<file path="config.mk">
export PLATFORM = sky130hd
export DESIGN_NAME = seq_div16_flat
export DESIGN_NICKNAME = d
export VERILOG_FILES = /design/src/rtl/seq_div_pkg.sv /design/src/rtl/seq_div16_if.sv /design/src/rtl/udiv_step.sv /design/src/rtl/seq_div16.sv /design/src/flat_wrapper.sv
export SDC_FILE = /design/constraint.sdc
export NUM_CORES = 1
export LEC_CHECK = 0
export CAP_MARGIN = 20
export CORE_ASPECT_RATIO = 0.5
export CORE_MARGIN = 3
export CORE_UTILIZATION = 57
export CTS_BUF_LIST = sky130_fd_sc_hd__clkbuf_16
export CTS_CLUSTER_SIZE = 40
export DETAILED_ROUTE_END_ITERATION = 8
export PLACE_DENSITY = 0.84
export SYNTH_ARGS = -nofsm -noshare
export SYNTH_HDL_FRONTEND = slang
export SYNTH_HIERARCHICAL = 1
export SYNTH_SLANG_ARGS = --single-unit
</file>
<file path="constraint.sdc">
create_clock -name i_clk -period 3.8 [get_ports i_clk]
set_clock_uncertainty 0.05 [all_clocks]
set_input_delay 0.76 -clock i_clk [delete_from_list [all_inputs] [get_ports i_clk]]
set_output_delay 0.76 -clock i_clk [all_outputs]
set_load 0.01 [all_outputs]
</file>
<file path="src/rtl/seq_div_pkg.sv">
// Shared types and constants for the sequential signed divider.
package seq_div_pkg;

  localparam int DIV_W   = 16;
  localparam int DIV_LAT = DIV_W + 2;

  typedef enum logic [1:0] {
    IDLE = 2'd0,
    CALC = 2'd1,
    FIX  = 2'd2,
    DONE = 2'd3
  } state_t;

endpackage

</file>
<file path="src/rtl/seq_div16_if.sv">
// Operand/result handshake bundle for seq_div16. Signal names are seen from
// the divider: i_* flow into it, o_* flow out of it.
interface seq_div16_if #(parameter int W = seq_div_pkg::DIV_W);

  logic                i_valid;
  logic                o_ready;
  logic signed [W-1:0] i_a;
  logic signed [W-1:0] i_b;
  logic                o_valid;
  logic                i_ready;
  logic signed [W-1:0] o_q;
  logic signed [W-1:0] o_r;
  logic                o_div0;
  logic                o_ovf;

  modport master (
    output i_valid, i_a, i_b, i_ready,
    input  o_ready, o_valid, o_q, o_r, o_div0, o_ovf
  );

  modport slave (
    input  i_valid, i_a, i_b, i_ready,
    output o_ready, o_valid, o_q, o_r, o_div0, o_ovf
  );

endinterface

</file>
<file path="src/rtl/udiv_step.sv">
// One radix-2 restoring iteration on unsigned magnitudes: shift the next
// dividend bit into the partial remainder, subtract the divisor if it fits
// and shift the resulting quotient bit into the low end of quo.
module udiv_step #(
  parameter int W = 16
) (
  input  logic [W:0]   rem,
  input  logic [W-1:0] quo,
  input  logic [W:0]   divisor,
  output logic [W:0]   rem_next,
  output logic [W-1:0] quo_next
);

  logic [W+1:0] shifted;

  // Trial subtraction; keep the shifted remainder when the divisor does not fit
  always_comb begin
    shifted = {rem, quo[W-1]};
    if (shifted >= {1'b0, divisor}) begin
      rem_next = (W+1)'(shifted - {1'b0, divisor});
      quo_next = {quo[W-2:0], 1'b1};
    end else begin
      rem_next = (W+1)'(shifted);
      quo_next = {quo[W-2:0], 1'b0};
    end
  end

endmodule

</file>
<file path="src/rtl/seq_div16.sv">
// Sequential signed divider: restoring division on magnitudes, one quotient
// bit per cycle, then sign correction and div-by-zero / overflow overrides.
// Fixed latency of W+2 cycles from acceptance to o_valid for every operand.
module seq_div16
  import seq_div_pkg::*;
#(
  parameter int W = DIV_W
) (
  input  logic        i_clk,
  input  logic        i_rst,
  seq_div16_if.slave  bus
);

  localparam int                  CNT_W   = $clog2(W);
  localparam logic signed [W-1:0] MIN_VAL = {1'b1, {(W-1){1'b0}}};
  localparam logic signed [W-1:0] NEG_ONE = '1;

  state_t              state;
  state_t              state_next;
  logic [CNT_W-1:0]    cnt;
  logic                accept;

  logic [W:0]          mag_b;
  logic [W:0]          rem;
  logic [W-1:0]        quo;
  logic [W:0]          rem_step;
  logic [W-1:0]        quo_step;
  logic signed [W-1:0] a_lat;
  logic                sign_q;
  logic                sign_r;
  logic                div0_lat;
  logic                ovf_lat;

  // |v| widened by one bit so the most negative value has a magnitude
  function automatic logic [W:0] magnitude(input logic signed [W-1:0] v);
    logic signed [W:0] ext;
    ext = {v[W-1], v};
    return ext[W] ? $unsigned(-ext) : $unsigned(ext);
  endfunction

  // Two's-complement negate of an unsigned magnitude when neg is set
  function automatic logic signed [W-1:0] apply_sign(input logic [W-1:0] mag,
                                                     input logic         neg);
    return neg ? -$signed(mag) : $signed(mag);
  endfunction

  assign accept = bus.i_valid && bus.o_ready;

  udiv_step #(.W(W)) u_step (
    .rem      (rem),
    .quo      (quo),
    .divisor  (mag_b),
    .rem_next (rem_step),
    .quo_next (quo_step)
  );

  // State register
  always_ff @(posedge i_clk) begin
    if (i_rst) state <= IDLE;
    else       state <= state_next;
  end

  // Next-state logic: IDLE -> CALC (W cycles) -> FIX -> DONE -> IDLE
  always_comb begin
    state_next = state;
    unique case (state)
      IDLE: if (accept)            state_next = CALC;
      CALC: if (cnt == '0)         state_next = FIX;
      FIX:                         state_next = DONE;
      DONE: if (bus.i_ready)       state_next = IDLE;
      default:                     state_next = IDLE;
    endcase
  end

  // Handshake outputs depend on state only
  always_comb begin
    bus.o_ready = (state == IDLE);
    bus.o_valid = (state == DONE);
  end

  // Iteration counter: W-1 down to 0 across the CALC cycles
  always_ff @(posedge i_clk) begin
    if (i_rst)               cnt <= '0;
    else if (accept)         cnt <= CNT_W'(W - 1);
    else if (state == CALC)  cnt <= cnt - 1'b1;
  end

  // Operand capture at acceptance, then one restoring step per CALC cycle
  always_ff @(posedge i_clk) begin
    if (accept) begin
      quo      <= W'(magnitude(bus.i_a));
      mag_b    <= magnitude(bus.i_b);
      rem      <= '0;
      a_lat    <= bus.i_a;
      sign_q   <= bus.i_a[W-1] ^ bus.i_b[W-1];
      sign_r   <= bus.i_a[W-1];
      div0_lat <= (bus.i_b == '0);
      ovf_lat  <= (bus.i_a == MIN_VAL) && (bus.i_b == NEG_ONE);
    end else if (state == CALC) begin
      rem <= rem_step;
      quo <= quo_step;
    end
  end

  // Result registers: signed results and special-case overrides loaded in FIX
  always_ff @(posedge i_clk) begin
    if (i_rst) begin
      bus.o_q    <= '0;
      bus.o_r    <= '0;
      bus.o_div0 <= 1'b0;
      bus.o_ovf  <= 1'b0;
    end else if (state == FIX) begin
      if (div0_lat) begin
        bus.o_q <= NEG_ONE;
        bus.o_r <= a_lat;
      end else if (ovf_lat) begin
        bus.o_q <= MIN_VAL;
        bus.o_r <= '0;
      end else begin
        bus.o_q <= apply_sign(quo, sign_q);
        bus.o_r <= apply_sign(rem[W-1:0], sign_r);
      end
      bus.o_div0 <= div0_lat;
      bus.o_ovf  <= ovf_lat;
    end
  end

endmodule

</file>
<file path="src/flat_wrapper.sv">
// flat-port wrapper written by rule: the top's interface ports become plain ports
module seq_div16_flat import seq_div_pkg::*;
#(
  parameter int W = DIV_W
)
  (i_clk, i_rst, bus_i_valid, bus_i_a, bus_i_b, bus_i_ready, bus_o_ready, bus_o_valid, bus_o_q, bus_o_r, bus_o_div0, bus_o_ovf);
  seq_div16_if #(.W(W)) bus_i ();
  input  logic i_clk;
  input  logic i_rst;
  input wire logic [$bits(bus_i.i_valid)-1:0] bus_i_valid;
  input wire logic [$bits(bus_i.i_a)-1:0] bus_i_a;
  input wire logic [$bits(bus_i.i_b)-1:0] bus_i_b;
  input wire logic [$bits(bus_i.i_ready)-1:0] bus_i_ready;
  output wire logic [$bits(bus_i.o_ready)-1:0] bus_o_ready;
  output wire logic [$bits(bus_i.o_valid)-1:0] bus_o_valid;
  output wire logic [$bits(bus_i.o_q)-1:0] bus_o_q;
  output wire logic [$bits(bus_i.o_r)-1:0] bus_o_r;
  output wire logic [$bits(bus_i.o_div0)-1:0] bus_o_div0;
  output wire logic [$bits(bus_i.o_ovf)-1:0] bus_o_ovf;
  assign bus_i.i_valid = bus_i_valid;
  assign bus_i.i_a = bus_i_a;
  assign bus_i.i_b = bus_i_b;
  assign bus_i.i_ready = bus_i_ready;
  assign bus_o_ready = bus_i.o_ready;
  assign bus_o_valid = bus_i.o_valid;
  assign bus_o_q = bus_i.o_q;
  assign bus_o_r = bus_i.o_r;
  assign bus_o_div0 = bus_i.o_div0;
  assign bus_o_ovf = bus_i.o_ovf;
  seq_div16 #(.W(W)) u_core (.i_clk(i_clk), .i_rst(i_rst), .bus(bus_i));
endmodule
</file>
==> results of run 1 <==
layout by cell type, fill, tap and decap left out, drive strengths merged, types with 5 or more instances in the layout:
cell type      instances
clkdlybuf4s50         71
dfxtp                 57
nor2                  54
edfxtp                52
inv                   43
o21ai                 43
nand2                 41
xor2                  39
xnor2                 29
a21oi                 29
ha                    28
mux2i                 23
o22ai                 20
o31ai                 18
a22oi                 11
nand3                 11
nand2b                10
mux2                  10
clkbuf                 9
nor3                   9
a21boi                 9
o41ai                  8
or4                    8
nor4                   7
nor2b                  6
a222oi                 5
a211oi                 5
or3                    5
and2                   5
buf                    5
metal layers:
| metal | GRT usage [%] | routed length (um) | up-vias |
|---|---|---|---|
| met5 | 0 | 0 | - |
| met4 | 6.55 | 251 | 0 |
| met3 | 5.43 | 987 | 22 |
| met2 | 42.1 | 7120 | 148 |
| met1 | 29.4 | 6450 | 2454 |
| li1 | - | - | 2488 |
flip-flops by register name (all words and copies together), names as in the netlist, 2 cells and up:
name,cells
u_core/cnt,4
u_core/quo,16
u_core/bus.o_q,16
u_core/mag_b,17
u_core/rem,17
u_core/bus.o_r,16
u_core/state,2
u_core/a_lat,16
power breakdown:
part           total [W]  switching [W]  internal (W)
logic            0.00190        0.00106      0.000841
registers        0.00194       0.000285       0.00165
clock network   0.000855       0.000417      0.000438
kinds of logic (layout without fill, tap and decap cells):
family          count (synthesis)  in the layout  synth area share (%)
compound gates                171            171                  18.0
xor+xnor                       68             68                  9.21
fa+ha+maj                      29             29                  5.73
buf+inv                        82            133                  6.08
flops                         109            109                  41.8
mux                            33             33                  5.88
other cells                     1              1                0.0580
simple gates                  171            171                  13.3
area by class of cell:
type                            instances  area [sq um]  area share (%)
Tap cell                              140           175            2.35
Sequential cell                       109          2700            36.3
Multi-Input combinational cell        473          3370            45.3
Clock buffer                            9           225            3.03
Timing Repair Buffer                   76           761            10.2
Clock inverter                          7          40.0           0.538
Inverter                               41           166            2.24
stage by stage:
stage | instance area [sq um] | total power (W) | cells | setup slack, ns | utilization [%]
6_report | 7440 | 0.00469 | 855 | 0.831 | 70.2
3_3_place_gp | 7180 | 0.00376 | 839 | 0.681 | 67.7
4_1_cts | 7440 | 0.00469 | 855 | 0.844 | 70.2
3_5_place_dp | 7180 | 0.00384 | 839 | 0.577 | 67.7
2_1_floorplan | 6470 | 0.00329 | 664 | 0.995 | -
5_1_grt | 7440 | 0.00498 | 855 | 0.636 | 70.2
final timing paths:
kind | start | to | slack, ns
max | u_core/quo[15]$_DFFE_PP_ | u_core/rem[9]$_SDFFE_PP0N_ | 0.83
min reg2reg | u_core/bus.o_r[3]$_SDFFE_PP0P_ | u_core/bus.o_r[3]$_SDFFE_PP0P_ | 0.44
min | u_core/bus.o_r[3]$_SDFFE_PP0P_ | u_core/bus.o_r[3]$_SDFFE_PP0P_ | 0.44
max reg2reg | u_core/quo[15]$_DFFE_PP_ | u_core/rem[9]$_SDFFE_PP0N_ | 0.83
worst max-delay path, cell delays in order, from the launching register on:
cell	delay, ns
edfxtp_1	0.50
inv_1	0.11
ha_1	0.16
inv_1	0.06
fa_1	0.40
a21oi_1	0.24
or3_4	0.18
a21oi_4	0.06
o21bai_4	0.21
and2_4	0.30
inv_12	0.08
mux2_4	0.30
mux2i_1	0.15
nor2_1	0.05
==> results_dict.tcl, run 1 <==
set metrics [dict create \
    end_kind "register" \
    core_sq_mm 0.0106 \
    rsz0062_at_grt "false" \
    min_period_ns 2.97 \
    grt-ovfl-total 0 \
    ys.flop_type "dfxtp_1" \
    synth_seq_cells 109 \
    synth-edff-count 52 \
    worst_slew_margin_rel_pct 33.0 \
    ctsRootBufferMaster "clkbuf_16" \
    peakVddDrop_v 0.000283 \
    yosysSeqAreaShare_pct 41.8 \
    outcome "complete, no violations" \
    synthToLayoutAreaGrowth_pct 15.1 \
    routedWlPerCell_um 17.3 \
    nets 775 \
    cts_tree "built" \
    worst_pin_slew_ns 1.01 \
    synth.area.top_cells "edfxtp_1 24%, dfxtp_1 18%, ha_1 5.4%" \
    fp.dieH_um 81.3 \
    drive_gt1_share_pct 6.43 \
    ys_types 65 \
    cp_data_required_time_ns 3.99 \
    cts_resized 0 \
    start_util_pct 61.0 \
    synth_cells 664 \
    n_antenna_cell 0 \
    holdBufCountCts 0 \
    netlist_area_sq_mm 0.00647 \
    portBuffers 71 \
    startpoint_type "register" \
    fp.dieW_um 157 \
    fin_crit_sh_pct 78.1 \
    grt_pass1_wl_um 23700 \
    synth.most_common_cell "dfxtp_1" \
    crit_arrival_ns 3.16 \
    synth_top_area_share_pct 24.1 \
    grt_pass1_vias 4795 \
    cap_violations 0 \
    syn_avg_cell_area_sq_um 9.74 \
    power_density_mw_per_mm2 631 \
    crit_type "register to register" \
    r2r_cells 13 \
    wl_um 14800 \
    io-pin-count 72 \
    track_usage_pct 23.7 \
    cp_max_fo 10 \
    antenna_found_initial 0 \
    synth_common_cells "57 x dfxtp_1, 54 x nor2_1, 52 x edfxtp_1" \
    cts_made_buffers 9 \
    rows 26 \
    via_per_inst 5.98 \
    fill_cells 808 \
    h-tree-depth 3 \
    slew_viol_final 0 \
    place_congestion 0.897 \
    cts_setup_buffers 0 \
    async_reset_ff_share_pct 0 \
    finalSetupViolCount 0 \
    synth_top_cell_by_area "edfxtp_1" \
    hold_ws_ns 0.444 \
    dieArea_sq_mm 0.0127 \
    drt_iter0_drc 389 \
    hold_violations 0 \
    hp-class "register to register" \
    leakagePower_nw 2.86 \
    dr.pass1.iters 6 \
    post-route-drc-count 0 \
    cts.clk_slew.worst_paths_ns 0.07 \
    ant_nets 0 \
    clock-sinks 109 \
    yosysWarnings 6 \
    syn_nets 729 \
    clk_path_buf_depth 2 \
    tns_ns 0 \
    dpl.hpwl_um 11100 \
    grt_max_degree 44 \
    vias 5112 \
    max_freq_mhz 337 \
    clk_latency_ns 0.35 \
    min_path_cells 2 \
]
No activity file was read; power rests on OpenSTA's default activity.
==> run 2, diff against run 1 <==
Settings changed: CORE_UTILIZATION 57 to 52, PLACE_DENSITY 0.84 to 0.81.
Clock period 3.8 ns to 2.7 ns, I/O delays scaled along.
==> results_dict.tcl, run 2 (synthesis results as in run 1) <==
set metrics [dict create \
    place_congestion 0.913 \
    grt_pass1_wl_um 25000 \
    rows 28 \
    nets 817 \
    hp-class "register to register" \
    post-route-drc-count 0 \
    worst_path_max_delay_cell "edfxtp_1" \
    max_stage_delay_ns 0.46 \
    clk_latency_ns 0.36 \
    drt_iter0_drc 525 \
    fp.dieW_um 164 \
    peakVddDrop_v 0.000457 \
    io-pin-count 72 \
    hold_violations 0 \
    cp_data_required_time_ns 2.90 \
    fp.dieH_um 84.9 \
    cap_violations 0 \
    routedWlPerCell_um 16.8 \
    finalSetupViolCount 0 \
    via_per_inst 5.74 \
    cts.clk_slew.worst_paths_ns 0.08 \
    fin_ws_ns 0.0295 \
    dr.pass1.iters 6 \
    power_density_mw_per_mm2 879 \
    rsz0062_at_grt "true" \
    worst_slew_margin_rel_pct 34.3 \
    h-tree-depth 3 \
    end_kind "register" \
    drive_gt1_share_pct 12.7 \
    power_w 0.00689 \
    startpoint_type "register" \
    max_freq_mhz 374 \
    slew_viol_final 0 \
    core_sq_mm 0.0120 \
    dpl.hpwl_um 11400 \
    layout.cells.non_filler 922 \
    ctsRootBufferMaster "clkbuf_16" \
    placed_cells 903 \
    clk_path_buf_depth 2 \
    crit_type "register to register" \
    layout_commonest_cell "clkdlybuf4s50_1" \
    cts_made_buffers 9 \
    ant_nets 0 \
    vias 5290 \
    grt_max_degree 54 \
    worst_pin_slew_ns 0.985 \
    min_period_ns 2.67 \
    cts_tree "built" \
    biggestRegsByFlops "u_core/mag_b (17), u_core/rem (17)" \
    path_cells "inv_1 > ha_2 > inv_2 > fa_2 > a21oi_2 > or3_4 > a21oi_4 > o21bai_4 > and2_4 > inv_12 > mux2_4 > mux2i_1 > nor2_1" \
    crit_arrival_ns 2.87 \
    fin_util_pct 65.4 \
    grt-ovfl-total 0 \
    layout_common_cells "71 x clkdlybuf4s50_1, 57 x dfxtp_1, 54 x nor2_1" \
    synthToLayoutAreaGrowth_pct 21.2 \
    outcome "complete, no violations" \
    pre_cts_slack_ns -0.302 \
    grt_pass1_vias 5026 \
    track_usage_pct 22.6 \
    cp_max_fo 6 \
    dieArea_sq_mm 0.0139 \
    leakagePower_nw 3.07 \
    wl_um 15500 \
    start_util_pct 54.0 \
    n_antenna_cell 0 \
    antenna_found_initial 0 \
    cp_num_buf_inv 3 \
    clock-sinks 109 \
    portBuffers 71 \
    crit_family "adder cells" \
    fin_crit_sh_pct 98.9 \
]
==> run 2: cell types whose count changed in the layout (fill, tap and decap cells not counted), sizes merged <==
cell and change:
clkbuf +1, clkinvlp -1, inv -1, clkinv +2, buf +41
==> run 2: where the power goes <==
group          switching, W  internal, W  leakage [nW]  total (W)
Sequential         0.000376      0.00232         0.965    0.00270
Combinational       0.00156      0.00128          1.96    0.00284
Clock              0.000650     0.000699         0.152    0.00135
==> run 2: path summary, 6_finish.rpt <==
check             slack [ns]                           start  cells past startpoint                              to
setup / recovery        0.03        u_core/quo[15]$_DFFE_PP_                     13      u_core/rem[3]$_SDFFE_PP0N_
hold / removal          0.45  u_core/bus.o_r[4]$_SDFFE_PP0P_                      2  u_core/bus.o_r[4]$_SDFFE_PP0P_
setup reg to reg        0.03        u_core/quo[15]$_DFFE_PP_                     13      u_core/rem[3]$_SDFFE_PP0N_
hold reg to reg         0.45  u_core/bus.o_r[4]$_SDFFE_PP0P_                      2  u_core/bus.o_r[4]$_SDFFE_PP0P_
==> run 2: repair_timing <==
| action | in CTS | in global routing |
|---|---|---|
| resized for setup | 1 | 3 |
| setup endpoints to repair | 2 | 13 |
| setup buffers | 0 | 2 |
| hold buffers | 0 | 0 |
| cloned | 0 | 1 |
| pin swaps | 0 | 4 |
==> run 2: cell type report <==
cell class	instances	area [sq um]
clock buffer	10	250
clock inverter	6	53.8
fill	961	4150
inverter	41	166
multi-input combinational	473	3380
sequential	109	2700
tap	165	206
timing repair buffer	117	1070
timing repair inverter	1	8.76
==> run 2: per-layer routing <==
layer  GRT usage, %  routed length, um  vias up
met2           37.9               7330      190
met4           7.44                334        0
li1               -                  -     2592
met5              0                  0        -
met1           30.1               6860     2485
met3           3.95                929       23
==> run 2: tightest hold or removal path: cells and delay by family (launching register included) <==
kind	cells	cell delay (ns)
AOI/OAI and AO/OA	1	0.05
DFF	1	0.32
and+or+nand+nor	1	0.09
==> run 2: metrics by stage <==
step / cell area [sq um] / hold slack [ns] / setup TNS, ns
after floorplan: 6470 / 0.421 / 0
after global placement: 7500 / 0.419 / -0.349
after detailed placement: 7500 / 0.437 / -0.508
after CTS: 7810 / 0.450 / 0
after global routing: 7840 / 0.473 / -0.185
final: 7840 / 0.450 / 0
